### src/rtl/joy_conditioner.sv
// Joystick input conditioner: per-channel 2-flop synchroniser, debouncer and
// IDLE/HOLD/REPEAT strobe generator with optional auto-repeat.
module joy_conditioner #(
  parameter int             N               = 5,
  parameter int             DEBOUNCE_CYCLES = 500000,
  parameter int             REPEAT_DELAY    = 25000000,
  parameter int             REPEAT_PERIOD   = 5000000,
  parameter logic [N-1:0]   REPEAT_MASK     = 5'b01111
) (
  input  logic             clk,
  input  logic             rst_n,
  input  logic [N-1:0]     joy_in,
  output logic [N-1:0]     joy_level,
  output logic [N-1:0]     joy_press,
  output logic [N-1:0]     joy_rel,
  output logic [2*N-1:0]   fsm_state
);

  typedef enum logic [1:0] {
    IDLE   = 2'd0,
    HOLD   = 2'd1,
    REPEAT = 2'd2
  } state_t;

  localparam int CW   = $clog2(DEBOUNCE_CYCLES + 1);
  localparam int HMAX = (REPEAT_DELAY > REPEAT_PERIOD) ? REPEAT_DELAY : REPEAT_PERIOD;
  // One extra count of headroom so hcnt can hold REPEAT_DELAY even when it is a power of two.
  localparam int HW   = $clog2(HMAX + 1);

  localparam logic [CW-1:0] CNT_LAST   = CW'(DEBOUNCE_CYCLES - 1);
  localparam logic [HW-1:0] HCNT_DELAY = HW'(REPEAT_DELAY);
  localparam logic [HW-1:0] HCNT_PER   = HW'(REPEAT_PERIOD);
  localparam logic [HW-1:0] HCNT_ONE   = HW'(1);

  for (genvar i = 0; i < N; i++) begin : g_ch
    logic          s1, s2;
    logic          level, press, rel;
    logic [CW-1:0] cnt;
    logic [HW-1:0] hcnt;
    state_t        state;
    logic          accept;

    // A change is accepted on the edge where the mismatch has lasted DEBOUNCE_CYCLES cycles.
    assign accept = (s2 != level) && (cnt == CNT_LAST);

    always_ff @(posedge clk or negedge rst_n) begin
      if (!rst_n) begin
        s1    <= 1'b0;
        s2    <= 1'b0;
        cnt   <= '0;
        level <= 1'b0;
      end else begin
        s1 <= joy_in[i];
        s2 <= s1;
        if (s2 == level) begin
          cnt <= '0;
        end else if (accept) begin
          cnt   <= '0;
          level <= s2;
        end else begin
          cnt <= cnt + 1'b1;
        end
      end
    end

    always_ff @(posedge clk or negedge rst_n) begin
      if (!rst_n) begin
        state <= IDLE;
        hcnt  <= '0;
        press <= 1'b0;
        rel   <= 1'b0;
      end else begin
        press <= 1'b0;
        rel   <= 1'b0;
        case (state)
          IDLE: begin
            if (accept && s2) begin
              press <= 1'b1;
              hcnt  <= HCNT_ONE;
              state <= HOLD;
            end
          end
          HOLD: begin
            if (accept && !s2) begin
              rel   <= 1'b1;
              hcnt  <= '0;
              state <= IDLE;
            end else if (hcnt == HCNT_DELAY) begin
              // Masked-off channels park here with hcnt saturated until release.
              if (REPEAT_MASK[i]) begin
                press <= 1'b1;
                hcnt  <= HCNT_ONE;
                state <= REPEAT;
              end
            end else begin
              hcnt <= hcnt + 1'b1;
            end
          end
          REPEAT: begin
            if (accept && !s2) begin
              rel   <= 1'b1;
              hcnt  <= '0;
              state <= IDLE;
            end else if (hcnt == HCNT_PER) begin
              press <= 1'b1;
              hcnt  <= HCNT_ONE;
            end else begin
              hcnt <= hcnt + 1'b1;
            end
          end
          default: begin
            hcnt  <= '0;
            state <= IDLE;
          end
        endcase
      end
    end

    assign joy_level[i]         = level;
    assign joy_press[i]         = press;
    assign joy_rel[i]           = rel;
    assign fsm_state[2*i +: 2]  = state;
  end

endmodule

### config.mk
export PLATFORM = sky130hd
export DESIGN_NAME = joy_conditioner
export DESIGN_NICKNAME = d
export VERILOG_FILES = /design/src/rtl/joy_conditioner.sv
export SDC_FILE = /design/constraint.sdc
export NUM_CORES = 1
export LEC_CHECK = 0
export BUFFER_PORTS_ARGS = -buffer_cell sky130_fd_sc_hd__buf_2
export CORE_MARGIN = 5
export CORE_UTILIZATION = 30
export CTS_CLUSTER_DIAMETER = 50
export DETAILED_ROUTE_END_ITERATION = 8
export GPL_TIMING_DRIVEN = 0
export PLACE_DENSITY = 0.49
export SLEW_MARGIN = 20
export SYNTH_ARGS = -nofsm -noshare
export SYNTH_HDL_FRONTEND = slang
export SYNTH_SLANG_ARGS = --single-unit
### constraint.sdc
create_clock -name clk -period 6.6 [get_ports clk]
set_clock_uncertainty 0.2 [all_clocks]
set_input_delay 0.99 -clock clk [delete_from_list [all_inputs] [get_ports clk]]
set_output_delay 0.99 -clock clk [all_outputs]
set_load 0.01 [all_outputs]
# Word-level counts from Yosys, hierarchy flattened
# Index checks and enable logic that the tools add are counted.
classes:
  n_addsub: 10
  eq_ne: 50
  n_mux: 101
  bitwise_logic: 5
  n_reduce_logical: 41
ops:
  columns: ["cell", "count"]
  rows:
  - ["2-to-1 mux 25 bit", 25]
  - ["one-hot mux 25 bit (3 select lines)", 5]
  - ["2-to-1 mux 19 bit", 10]
  - ["adder 25 x 1 -> 25 bit (second input constant)", 5]
  - ["equality test 25 x 23 -> 1 bit (second input constant)", 5]
  - ["equality test 25 bit (second input constant)", 5]
  - ["adder 19 x 1 -> 19 bit (second input constant)", 5]
  - ["equality test 19 bit (second input constant)", 5]
  - ["2-to-1 mux 2 bit", 18]
  - ["2-to-1 mux 1 bit", 33]
  - ["one-hot mux 2 bit (3 select lines)", 4]
  - ["inequality test 2 bit (second input constant)", 9]
  - ["logical AND 1 bit", 15]
  - ["inequality test 3 bit (second input constant)", 5]
  - ["AND reduction 2 bit", 7]
  - ["one-hot mux 1 bit (3 select lines)", 4]
  - ["AND reduction 3 bit", 4]
  - ["equality test 2 x 1 -> 1 bit (second input constant)", 5]
  - ["equality test 2 bit (second input constant)", 5]
  - ["logical NOT 2 bit", 5]
  - ["OR reduction 2 bit", 5]
  - ["equality test 1 bit", 5]
  - ["logical NOT 1 bit", 5]
  - ["inequality test 1 bit", 5]
  - ["other kinds (4)", 8]
totals:
  ff_bits: 255
  in_bits: 7
  out_inout_bits: 25
  word_cells: 247

# Longest topological paths before layout
# Gate-level depths: netlist of run 1.
logic_depth:
  depth_word: 5
  depth_mapped: 10
  mapped_depth_nobuf: 8

# Worst setup path before layout of run 1
# No wires, ideal clock.
synth_path:
  path_type: "register -> register"
  start: "reg g_ch[2].hcnt[12]"
  end: "reg g_ch[2].hcnt[11]"
  arrival_time_ns: 2.157
  slack_ns: 4.111
  path_stages_with_launch: 8
  n_path_buf: 1
  synth_period_minus_slack_ns: 2.489
  cell_sequence: "dfrtp_1 or4b_2 or3_1 o21ai_2 a21oi_4 buf_6 a22oi_1 o41ai_2"
synth_between:
  elab_chain_len: 4
synth_rtl:
  columns: ["element", "line", "rtl"]
  rows:
  - ["from (decl)", "39", "logic [HW-1:0] hcnt;"]
  - ["from (signal assigned)", "96", "hcnt <= hcnt + 1'b1;"]
  - ["from (signal assigned)", "108", "hcnt <= hcnt + 1'b1;"]
  - ["equality test 25 x 23 -> 1 bit or equality test 25 bit (tied branches)", "104, 88", null]
  - ["2-to-1 mux 25 bit, on equally long branches", "104, 88", null]
  - ["2-to-1 mux 25 bit, on equally long branches", "100, 84", null]
  - ["one-hot mux 25 bit (3 select lines) (*)", "75", "case (state)"]
# Mark *: on every way between the ends. The rest lies on a longest branch, timed or not.
# A chain may end at the register's enable or synchronous reset.

# Worst setup path in the final report of run 1
layout_path:
  start: "reg g_ch[0].hcnt[0]"
  end: "reg g_ch[0].hcnt[8]"
layout_between:
  elab_chain_len: 4
layout_rtl:
  columns: ["element", "line"]
  rows:
  - ["from (decl)", "39"]
  - ["from (signal assigned)", "96"]
  - ["from (signal assigned)", "108"]
  - ["adder 25 x 1 -> 25 bit, or another cell as far along", "96, 108"]
  - ["2-to-1 mux 25 bit, on equally long branches", "104, 88"]
  - ["2-to-1 mux 25 bit, on equally long branches", "100, 84"]
  - ["one-hot mux 25 bit (3 select lines) (*)", "75"]
# Marks and branches as above.

==> results of run 1 <==
-- worst paths after layout --
check	startpoint	endpoint	slack [ns]
setup / recovery	g_ch[0].hcnt[0]	g_ch[0].hcnt[8]	3.70
hold / removal	g_ch[1].s1	g_ch[1].s2	0.15
setup reg to reg	g_ch[0].hcnt[0]	g_ch[0].hcnt[8]	3.70
hold reg to reg	g_ch[1].s1	g_ch[1].s2	0.15
max in group asynchronous	rst_n	g_ch[2].cnt[6]	4.76
min in group asynchronous	rst_n	g_ch[4].s1	0.22
-- cells by family after synthesis --
kind of cell,count (synthesis)
XOR/XNOR,85
buffers and inverters,108
flip-flops,229
AND/OR/NAND/NOR,696
AO/OA/AOI/OAI,186
other,1
multiplexers,9
adder cells (fa/ha/maj),29
-- layer usage --
layer,vias to the layer above,track usage (%),wire (um)
li1,5034,-,-
met1,4911,17.5,14600
met2,123,19.9,12800
met3,36,2.52,1020
met4,0,3.87,521
met5,-,0,0
-- stage by stage --
step | setup slack, ns | std cells | util [%] | area (um^2) | hold WS [ns]
after global placement | -0.153 | 1912 | 32.1 | 13400 | 0.135
final | 3.70 | 1978 | 35.4 | 14800 | 0.147
after detailed placement | 3.69 | 1914 | 32.3 | 13500 | 0.136
after floorplan | 4.11 | 1343 | - | 12600 | 0.131
after CTS | 3.67 | 1978 | 35.4 | 14800 | 0.149
after global routing | 3.41 | 1978 | 35.4 | 14800 | 0.159
-- cell usage after synthesis, types with 4 or more instances --
cell	count	area share, %
sky130_fd_sc_hd__a21bo_2	4	0.32
sky130_fd_sc_hd__a21boi_0	6	0.36
sky130_fd_sc_hd__a21o_1	8	0.48
sky130_fd_sc_hd__a21oi_1	17	0.68
sky130_fd_sc_hd__a22o_1	6	0.42
sky130_fd_sc_hd__a22oi_1	5	0.30
sky130_fd_sc_hd__a31oi_1	15	0.75
sky130_fd_sc_hd__and2_1	22	1.1
sky130_fd_sc_hd__and3_1	34	1.7
sky130_fd_sc_hd__and4_1	24	1.7
sky130_fd_sc_hd__buf_2	11	0.44
sky130_fd_sc_hd__buf_4	18	1.1
sky130_fd_sc_hd__buf_6	5	0.45
sky130_fd_sc_hd__clkbuf_1	30	0.89
sky130_fd_sc_hd__dfrtp_1	229	46
sky130_fd_sc_hd__ha_1	29	2.9
sky130_fd_sc_hd__inv_1	44	1.3
sky130_fd_sc_hd__mux2_2	4	0.36
sky130_fd_sc_hd__mux2i_1	5	0.40
sky130_fd_sc_hd__nand2_1	145	4.3
sky130_fd_sc_hd__nand2b_1	10	0.50
sky130_fd_sc_hd__nand3_1	151	6.0
sky130_fd_sc_hd__nand4_1	46	2.3
sky130_fd_sc_hd__nand4b_1	7	0.49
sky130_fd_sc_hd__nor2_1	142	4.2
sky130_fd_sc_hd__nor2b_1	8	0.40
sky130_fd_sc_hd__nor3_1	15	0.60
sky130_fd_sc_hd__nor4_1	15	0.75
sky130_fd_sc_hd__nor4b_1	13	0.90
sky130_fd_sc_hd__nor4bb_1	7	0.56
sky130_fd_sc_hd__o21ai_0	24	0.95
sky130_fd_sc_hd__o22ai_1	5	0.25
sky130_fd_sc_hd__o311ai_0	29	2.0
sky130_fd_sc_hd__o311ai_1	12	0.83
sky130_fd_sc_hd__o31ai_1	22	1.3
sky130_fd_sc_hd__or2_2	7	0.35
sky130_fd_sc_hd__or3_1	7	0.35
sky130_fd_sc_hd__or4_1	16	0.95
sky130_fd_sc_hd__xnor2_1	30	2.1
sky130_fd_sc_hd__xor2_1	55	3.8
-- sequential cells by signal (all words and copies together), names as in the netlist --
signal / flops
g_ch.hcnt: 100
g_ch.state: 9
g_ch.cnt: 95
g_ch.rel: 5
g_ch.s2: 5
g_ch.press: 5
g_ch.level: 5
g_ch.s1: 5
-- worst max-delay path: cells and delay by family (launching register included) --
kind / cells / cell delay (ns)
compound gates: 3 / 0.52
simple gates: 3 / 1.03
buf+inv: 2 / 0.42
fa+ha+maj: 1 / 0.18
flops: 1 / 0.40
-- area by class of cell --
type,count,share of cell area (%)
inverters,44,1.12
well taps,539,4.57
plain buffers,64,2.43
multi-input cells,1006,42.9
clock buffers,44,6.72
repair buffers,32,1.46
flip-flops and latches,229,38.8
clock inverters,20,1.97
-- cells in the final DEF, fill, tap and decap left out, drive strengths merged, types with 18 or more instances in the layout --
master and count:
a21oi 18, and2 22, and3 34, and4 24
buf 66, clkbuf 74, dfrtp 229, ha 29
inv 47, nand2 149, nand3 152, nand4 46
nor2 142, o21ai 27, o311ai 44, o31ai 22
xnor2 30, xor2 55
-- power breakdown --
group / internal (uW) / leakage (uW) / total (uW) / switching (uW)
Clock: 1310 / 0.000613 / 2020 / 703
Combinational: 15.3 / 0.00236 / 61.1 / 45.8
Sequential: 1420 / 0.00316 / 1420 / 8.74
==> Flow_metrics.wiki, run 1 <==
{| class="wikitable"
! Metric !! Value
|-
| Result of the run || finished clean
|-
| Critical Path Source Type || flip-flop
|-
| Number of pins with negative max-slew slack in the final report || 0
|-
| Distinct cell type count after synthesis || 78
|-
| Synthesized netlist cell count || ~1300
|-
| LEAKAGE || around 0.0061 uW
|-
| Seq. cell area || ~5700 um^2
|-
| Total clock sinks || between 200 and 250
|-
| Top-Level Pins || 32
|-
| Vias per inst || a little over 5
|-
| Relative slew margins || between 40% and 50%
|-
| Final HPWL from detailed placement || 19500 um
|-
| Min-delay worst type || flip-flop to flip-flop
|-
| Routed Wire Length || approximately 29000 um
|-
| Initial antenna violation count || 0
|-
| Area used by multi-input combinational logic || about 6300 um^2
|-
| Cells along the critical path || inv_1 -> ha_1 -> or4b_1 -> nor4_1 -> a21bo_2 -> a211oi_2 -> clkbuf_1 -> nand3_1 -> o311ai_1
|-
| Drt first pass iters || 4
|-
| Yosys warning total || 0
|-
| Share of flip-flops with an asynchronous set or reset after synthesis || 100%
|-
| Root buf cell || sky130_fd_sc_hd__clkbuf_16
|-
| Iter 0 DRT Violations || ~660
|-
| Crit. End Element || flip-flop
|-
| Synth Register Bits || roughly 230
|-
| Height of the die || about 210 um
|-
| Number of global-route vias before repair || around 10000
|-
| Fin crit share || a little over two fifths
|-
| Filler cell count in the final layout || 4196
|-
| # nets final || ~1400
|-
| Detailed-route wire length per cell || roughly 15 um
|-
| Placer Congestion || ~0.82
|-
| Setup violations, final || 0
|-
| Die extent in x || about 210 um
|-
| Synth Cell Area || between 10000 and 15000 um^2
|-
| Delay of the slowest critical-path stage || 0.43 ns
|-
| Worst endpoint data arrival time || slightly above 3 ns
|-
| Clock slew at reported path FFs || 0.06 ns
|-
| Number of buffers on the longest clock path || 3
|-
| Dominant register cell in the synthesized netlist || sky130_fd_sc_hd__dfrtp_1
|-
| Post-synth EDFFs || 0
|-
| Power density over the cells || approximately 240 nW/um^2
|-
| Starting density of the core || between 30% and 40%
|-
| # H-tree levels || 2
|-
| Placeable Area || ~42000 um^2
|-
| Total via count in the routed design || approximately 10000
|-
| Max-Cap Viols || 0
|-
| Standard-cell rows || 75
|-
| Library cell contributing the largest single delay on the critical path || sky130_fd_sc_hd__or4b_1
|-
| Total nets after synthesis || ~1400
|-
| Number of cells on the worst hold path || 0
|-
| Type of the setup path with the least slack || flip-flop to flip-flop
|-
| Worst-Margin Slew || approximately 0.88 ns
|-
| CTS tree || yes
|-
| Maximum number of pins on one net before global-route repair || 83
|-
| Area growth from synthesis to final layout || 17.3%
|-
| DIE AREA || 46200 um^2
|-
| Final Hold Fails || 0
|-
| Clock latency on the worst-skew pair || 0.52 ns
|-
| Critical path peak fanout || 10
|-
| Final ANT Viol Nets || 0
|-
| Global routing usage summed across all routing layers || between 10% and 20%
|-
| CTS resizes || 0
|-
| Largest family of logic cells by synthesized area || simple AND/OR/NAND/NOR gates
|-
| Number of cells on the worst reg-to-reg path || 9
|-
| Num CTS Buffers || 36
|-
| Required time at the worst-slack endpoint || just under 7 ns
|-
| Mux contribution to synthesized area || less than 1%
|-
| Global route total overflow || 0
|-
| Synthesized-area fraction occupied by ao, oa, aoi and oai cells || a little under an eighth
|-
| Clock period minus worst slack || ~2.9 ns
|-
| Setup Fix Bufs, Post-CTS || 0
|-
| Number of antenna diodes || 0
|-
| Post-synthesis area per instance || about 9.4 um^2
|-
| Achievable clock frequency || between 300 and 400 MHz
|-
| Count of port buffers added during placement || 30
|-
| Overall Power || between 3000 and 4000 uW
|-
| Number of remaining DRC errors || 0
|-
| Worst IR drop on VDD || 0.000143 V
|-
| Unrepaired setup endpoints after global routing || no
|-
| Share of synthesized cell area in full adder, half adder and majority cells || between 2 and 3%
|-
| Fraction of layout instances using a drive strength above 1 || between 10% and 20%
|-
| Area share of xor/xnor cells in the synthesized design || ~5.9%
|-
| Accumulated negative setup slack || 0 ns
|-
| Post-synthesis simple-gate area fraction || 29.4%
|-
| Share of synthesized area occupied by flip-flops and latches || between 40 and 50%
|-
| Global-route wire length before repair || ~50000 um
|-
| Post-CTS Hold Buffers || 0
|}
Note: power is estimated with default switching activity, not from simulation.
==> inputs of run 2 (changes only) <==
- ABC_AREA: not set -> 1
- PLACE_DENSITY: 0.49 -> 0.51
- clock period: 6.6 -> 2.3 ns (I/O delays scaled with it)
==> Flow_metrics.wiki, run 2 <==
{| class="wikitable"
! Metric !! Value
|-
| Result of the run || finished clean
|-
| Max-Cap Viols || 0
|-
| Cells along the critical path || ha_2 -> nand2_1 -> nor2_2 -> nand2_1 -> nor2_4 -> nand3_2 -> nand2_4 -> buf_2 -> nand3_1 -> nand2_1
|-
| Clock latency on the worst-skew pair || 0.57 ns
|-
| Root buf cell || sky130_fd_sc_hd__clkbuf_16
|-
| Final ANT Viol Nets || 0
|-
| Total clock sinks || roughly 230
|-
| Global routing usage summed across all routing layers || between 10% and 20%
|-
| Registers with the most flip-flops || g_ch.hcnt x100, g_ch.cnt x95, g_ch.state x9
|-
| Final hold slack || 0.138 ns
|-
| Starting density of the core || a little under a third
|-
| Fin crit share || 93.6%
|-
| Height of the die || about 230 um
|-
| Delay of the slowest critical-path stage || approximately 0.38 ns
|-
| Worst endpoint data arrival time || around 2.4 ns
|-
| Area share of the leading cell type in the synthesized netlist || 40.1%
|-
| Commonest cells after routing, fill and taps aside || sky130_fd_sc_hd__nand2_1 (517), sky130_fd_sc_hd__nor2_1 (307), sky130_fd_sc_hd__inv_1 (264)
|-
| Vias per inst || approximately 4.7
|-
| Routed Wire Length || 37100 um
|-
| Place WS || -0.185 ns
|-
| Share of synthesized area occupied by flip-flops and latches || around two fifths
|-
| Placed cell area || approximately 15000 um^2
|-
| Detailed-route wire length per cell || 13.3 um
|-
| Total via count in the routed design || 13200
|-
| Clock period minus worst slack || 2.15 ns
|-
| Post-synthesis area per instance || roughly 7.0 um^2
|-
| Num CTS Buffers || 41
|-
| Post-route setup slack || about 0.15 ns
|-
| # H-tree levels || 2
|-
| Synthesized netlist cell count || about 2100
|-
| Number of antenna diodes || 0
|-
| DIE AREA || between 50000 and 60000 um^2
|-
| Final Hold Fails || 0
|-
| Critical Path Source Type || flip-flop
|-
| Min-delay worst type || input pin to asynchronous set/reset pin
|-
| Library cell contributing the largest single delay on the critical path || sky130_fd_sc_hd__dfrtp_1
|-
| Number of buffers on the longest clock path || 3
|-
| Type of the setup path with the least slack || flip-flop to flip-flop
|-
| Initial antenna violation count || 0
|-
| Clock slew at reported path FFs || approximately 0.060 ns
|-
| Synth Register Bits || ~230
|-
| Fraction of layout instances using a drive strength above 1 || between 10% and 20%
|-
| Dominant cell type by count on the critical path || sky130_fd_sc_hd__nand2_1
|-
| Placer Congestion || 0.909
|-
| Global-route wire length before repair || about 63000 um
|-
| Die extent in x || roughly 230 um
|-
| Max reg flops || 100
|-
| Crit. End Element || flip-flop
|-
| Final HPWL from detailed placement || 26700 um
|-
| Most frequent cells after synthesis || sky130_fd_sc_hd__nand2_1 (525), sky130_fd_sc_hd__nor2_1 (321), sky130_fd_sc_hd__inv_1 (266)
|-
| Gate family responsible for the most delay along the worst path || simple AND/OR/NAND/NOR gates
|-
| Main area contributors after synthesis || sky130_fd_sc_hd__dfrtp_1 (40%), sky130_fd_sc_hd__nand2_1 (14%), sky130_fd_sc_hd__nor2_1 (8.4%)
|-
| Standard-cell rows || 80
|-
| Iter 0 DRT Violations || approximately 850
|-
| Achievable clock frequency || 465 MHz
|-
| Most used standard cell by instance count after synthesis || sky130_fd_sc_hd__nand2_1
|-
| # nets final || between 2000 and 2500
|-
| Unrepaired setup endpoints after global routing || yes
|-
| Required time at the worst-slack endpoint || 2.59 ns
|-
| Setup violations, final || 0
|-
| Critical path peak fanout || 10
|-
| Worst-Margin Slew || slightly below 0.6 ns
|-
| Distinct cell type count after synthesis || between 40 and 50
|-
| Relative slew margins || 60.9%
|-
| Worst IR drop on VDD || around 0.00052 V
|-
| Area growth from synthesis to final layout || 19.9%
|-
| Cell taking the most area after synthesis || sky130_fd_sc_hd__dfrtp_1
|-
| Number of buffers and inverters on the critical path || 1
|-
| Number of global-route vias before repair || about 13000
|-
| Maximum number of pins on one net before global-route repair || 92
|-
| Number of pins with negative max-slew slack in the final report || 0
|-
| Cell area after layout || approximately 17000 um^2
|-
| CTS tree || yes
|-
| Count of port buffers added during placement || 30
|-
| Global route total overflow || 0
|-
| Accumulated negative setup slack || 0 ns
|-
| Drt first pass iters || 5
|-
| Yosys warning total || 0
|-
| Share of flip-flops with an asynchronous set or reset after synthesis || between 90% and 100%
|-
| Most flops, register || g_ch.hcnt
|-
| Filler cell count in the final layout || 5075
|-
| Top-Level Pins || 32
|-
| Placeable Area || around 47000 um^2
|-
| LEAKAGE || 0.00771 uW
|-
| Dominant register cell in the synthesized netlist || sky130_fd_sc_hd__dfrtp_1
|-
| Most common library cell in the layout ignoring fill and taps || sky130_fd_sc_hd__nand2_1
|-
| Post-Route Utilization || a little over a third
|-
| Post-synth EDFFs || 0
|-
| Synth Cell Area || approximately 14000 um^2
|-
| Number of remaining DRC errors || 0
|-
| Power density over the cells || roughly 620 nW/um^2
|-
| Total nets after synthesis || 2089
|}
run 2: final timing paths:
check | from | endpoint | slack, ns | cells after the start
worst min-delay path | rst_n | g_ch[4].rel | 0.14 | 2
min in group clk | g_ch[0].s1 | g_ch[0].s2 | 0.15 | 0
max in group asynchronous | rst_n | g_ch[2].hcnt[0] | 0.90 | 3
worst max register to register | g_ch[3].cnt[0] | g_ch[3].hcnt[15] | 0.15 | 10
worst max-delay path | g_ch[3].cnt[0] | g_ch[3].hcnt[15] | 0.15 | 10
worst min register to register | g_ch[0].s1 | g_ch[0].s2 | 0.15 | 0
run 2: power by group:
part	switching, uW	internal (uW)	total (uW)	leakage (uW)
Clock	2380	3900	6280	0.000685
Sequential	29.6	4060	4090	0.00316
Combinational	149	60.5	209	0.00386
run 2: area by class of cell:
type | instances | area [um^2] | share of cell area [%]
Multi-Input combinational cell | 1508 | 7490 | 43.7
Clock buffer | 45 | 1070 | 6.25
Tap cell | 615 | 769 | 4.49
Sequential cell | 229 | 5740 | 33.5
Buffer | 45 | 315 | 1.84
Timing Repair Buffer | 56 | 410 | 2.39
Clock inverter | 30 | 342 | 1.99
Inverter | 269 | 1020 | 5.93
run 2: cell families (layout without fill, tap and decap cells):
family	after synthesis	in the layout	share of synthesized area (%)
AOI/OAI and AO/OA	148	148	5.70
xor gates and xnor gates	64	64	3.97
adders and majority gates	29	29	2.54
buffers and inverters	316	445	9.11
DFF	229	229	40.1
muxes	2	2	0.140
other	1	1	0.0262
and+or+nand+nor	1264	1264	38.4
run 2: repair_timing:
| action | CTS | global route |
|---|---|---|
| gates resized for setup | 21 | 55 |
| pin swaps | 2 | 9 |
| endpoints found under the hold margin | 72 | 0 |
| buffers inserted | 2 | 16 |
| setup endpoints to repair | 61 | 135 |
| hold buffers | 6 | 0 |
run 2: routing by layer:
layer	up-vias	track usage (%)	wire (um)
met5	-	0	0
met4	0	4.44	858
met3	59	2.67	1630
met2	193	22.8	16800
met1	6167	19.2	17700
li1	6791	-	-
run 2: metrics by stage:
step / std cells / total power [uW]
after floorplan: 2053 / 4230
after global placement: 2698 / 4340
after detailed placement: 2700 / 4360
after CTS: 2783 / 10800
after global routing: 2797 / 11000
final: 2797 / 10600
==> inputs of run 3 (changes only) <==
- MAX_ROUTING_LAYER: not set -> met4
- SLEW_MARGIN: 20 -> not set
==> Flow_metrics.wiki, run 3 (synthesis gave the netlist of run 2 again) <==
{| class="wikitable"
! Metric !! Value
|-
| Result of the run || finished clean
|-
| Delay of the slowest critical-path stage || slightly above 0.4 ns
|-
| Fraction of layout instances using a drive strength above 1 || 11.0%
|-
| Area growth from synthesis to final layout || 19.7%
|-
| Number of buffers on the longest clock path || 3
|-
| Crit. End Element || flip-flop
|-
| Count of port buffers added during placement || 30
|-
| Number of buffers and inverters on the critical path || 2
|-
| # nets final || between 2000 and 2500
|-
| Gate family responsible for the most delay along the worst path || simple AND/OR/NAND/NOR gates
|-
| Pint || 7740 uW
|-
| Clock period minus worst slack || between 2 and 2.5 ns
|-
| Filler cell count in the final layout || just over 5000
|-
| Achievable clock frequency || ~460 MHz
|-
| Iter 0 DRT Violations || about 700
|-
| Power density over the cells || around 600 nW/um^2
|-
| # H-tree levels || 2
|-
| Final HPWL from detailed placement || roughly 27000 um
|-
| Reported net switching power || approximately 2300 uW
|-
| Initial antenna violation count || 0
|-
| Max reg flops || 100
|-
| Maximum number of pins on one net before global-route repair || 108
|-
| Number of global-route vias before repair || about 13000
|-
| Root buf cell || sky130_fd_sc_hd__clkbuf_16
|-
| Area used by multi-input combinational logic || ~7600 um^2
|-
| Die extent in x || roughly 230 um
|-
| Critical Path Source Type || flip-flop
|-
| Placed instance count || between 2000 and 3000
|-
| Dominant cell type by count on the critical path || sky130_fd_sc_hd__nand3_2
|-
| Unrepaired setup endpoints after global routing || yes
|-
| Registers with the most flip-flops || g_ch.hcnt x100, g_ch.cnt x95, g_ch.state x9
|-
| Global routing usage summed across all routing layers || between 10% and 20%
|-
| Num CTS Buffers || 38
|-
| Total clock sinks || 229
|-
| Final ANT Viol Nets || 0
|-
| Library cell contributing the largest single delay on the critical path || sky130_fd_sc_hd__dfrtp_1
|-
| Critical path peak fanout || 6
|-
| Number of pins with negative max-slew slack in the final report || 0
|-
| Final Hold Fails || 0
|-
| Number of antenna diodes || 0
|-
| Final non-filler cell total || roughly 2800
|-
| Max-Cap Viols || 0
|-
| Min-delay worst type || input pin to asynchronous set/reset pin
|-
| Routed Wire Length || between 30000 and 40000 um
|-
| LEAKAGE || around 0.0077 uW
|-
| DIE AREA || about 52000 um^2
|-
| Clock latency on the worst-skew pair || 0.55 ns
|-
| Relative slew margins || approximately three fifths
|-
| Required time at the worst-slack endpoint || about 2.5 ns
|-
| Global-route wire length before repair || about 64000 um
|-
| Type of the setup path with the least slack || flip-flop to flip-flop
|-
| Detailed-route wire length per cell || 13.4 um
|-
| Worst IR drop on VDD || ~0.00043 V
|-
| Vias per inst || roughly 4.7
|-
| Top-Level Pins || 32
|-
| Worst endpoint data arrival time || 2.42 ns
|-
| Number of remaining DRC errors || 0
|-
| Global route total overflow || 0
|-
| Cells along the critical path || ha_4 -> nand3_2 -> inv_1 -> nand2_1 -> nor2_4 -> nand3_2 -> nand3_1 -> nand2_2 -> a21oi_4 -> buf_6 -> nor2_1
|-
| Seq. cell area || between 5000 and 6000 um^2
|-
| Placer Congestion || ~0.9
|-
| CTS tree || yes
|-
| Setup violations, final || 0
|-
| Height of the die || around 230 um
|-
| Commonest cells after routing, fill and taps aside || sky130_fd_sc_hd__nand2_1 (514), sky130_fd_sc_hd__nor2_1 (306), sky130_fd_sc_hd__inv_1 (263)
|-
| Standard-cell rows || 80
|-
| Fraction of power consumed by combinational cells || under 10%
|-
| Worst-Margin Slew || between 0.6 and 0.7 ns
|-
| Fin crit share || between 90% and 100%
|-
| Proportion of power drawn by the clock network || about 57%
|-
| Most common library cell in the layout ignoring fill and taps || sky130_fd_sc_hd__nand2_1
|-
| Overall Power || between 10000 and 15000 uW
|-
| Placeable Area || 47400 um^2
|-
| Portion of total power attributed to sequential cells || 40.8%
|-
| Starting density of the core || 30.1%
|-
| Drt first pass iters || 5
|-
| Switching Share || about 23%
|-
| Most flops, register || g_ch.hcnt
|-
| Total via count in the routed design || about 13000
|-
| Clock slew at reported path FFs || roughly 0.06 ns
|}
run 3: metal layers:
layer / up-vias / GRT usage [%] / part of all wire (%)
met1: 6176 / 19.3 / 48
met4: 0 / 4.54 / 2.4
met5: - / - / 0
met3: 62 / 2.42 / 4.1
li1: 6776 / - / -
met2: 214 / 23.4 / 46
run 3: power by group through the flow:
stage | Sequential [uW] | Combinational [uW] | Clock, uW
floorplan | 4150 | 72.8 | 0
global placement | 4160 | 185 | 0
detailed placement | 4160 | 202 | 0
CTS | 4090 | 213 | 5940
global route | 4100 | 252 | 6110
finish | 4100 | 213 | 5720
run 3: worst register-to-register path, cell delays in order (launching register included):
cell and delay [ns]:
sky130_fd_sc_hd__dfrtp_1 0.41, sky130_fd_sc_hd__ha_4 0.18, sky130_fd_sc_hd__nand3_2 0.11, sky130_fd_sc_hd__inv_1 0.10, sky130_fd_sc_hd__nand2_1 0.09, sky130_fd_sc_hd__nor2_4 0.14, sky130_fd_sc_hd__nand3_2 0.16, sky130_fd_sc_hd__nand3_1 0.14
sky130_fd_sc_hd__nand2_2 0.09, sky130_fd_sc_hd__a21oi_4 0.24, sky130_fd_sc_hd__buf_6 0.16, sky130_fd_sc_hd__nor2_1 0.04
run 3: what timing repair did:
item,in CTS,in global routing
hold buffers,6,0
buffers inserted,1,15
cloned,0,1
pin swaps,1,16
setup endpoints to repair,70,134
gates resized for setup,21,81
endpoints found under the hold margin,106,0
run 3: per-stage QoR:
stage | util [%] | area, um^2 | TNS [ns] | hold WS [ns] | setup slack, ns
finish | 36.1 | 17100 | 0 | 0.127 | 0.124
global route | 36.1 | 17100 | -0.0541 | 0.152 | -0.0117
CTS | 35.2 | 16700 | 0 | 0.135 | 0.00113
detailed placement | 32.2 | 15300 | -4.37 | 0.133 | -0.168
global placement | 32.1 | 15200 | -862.25 | 0.136 | -3.80
floorplan | - | 14300 | 0 | -0.151 | 0.316
run 3: worst paths after layout:
path | startpoint | end | slack, ns | cells after the start
worst min register to register | g_ch[0].s1 | g_ch[0].s2 | 0.15 | 0
max in group asynchronous | rst_n | g_ch[0].hcnt[0] | 0.48 | 4
min in group clk | g_ch[0].s1 | g_ch[0].s2 | 0.15 | 0
worst max register to register | g_ch[1].cnt[0] | g_ch[1].hcnt[14] | 0.12 | 11
worst min-delay path | rst_n | g_ch[4].press | 0.13 | 2
worst max-delay path | g_ch[1].cnt[0] | g_ch[1].hcnt[14] | 0.12 | 11
run 3: layout make-up:
type	instances	share of cell area, %
well taps	615	4.49
clock buffers	47	5.93
repair buffers	55	2.45
inverters	269	5.94
flip-flops and latches	229	33.5
clock inverters	21	1.45
plain buffers	47	1.91
multi-input cells	1508	44.3
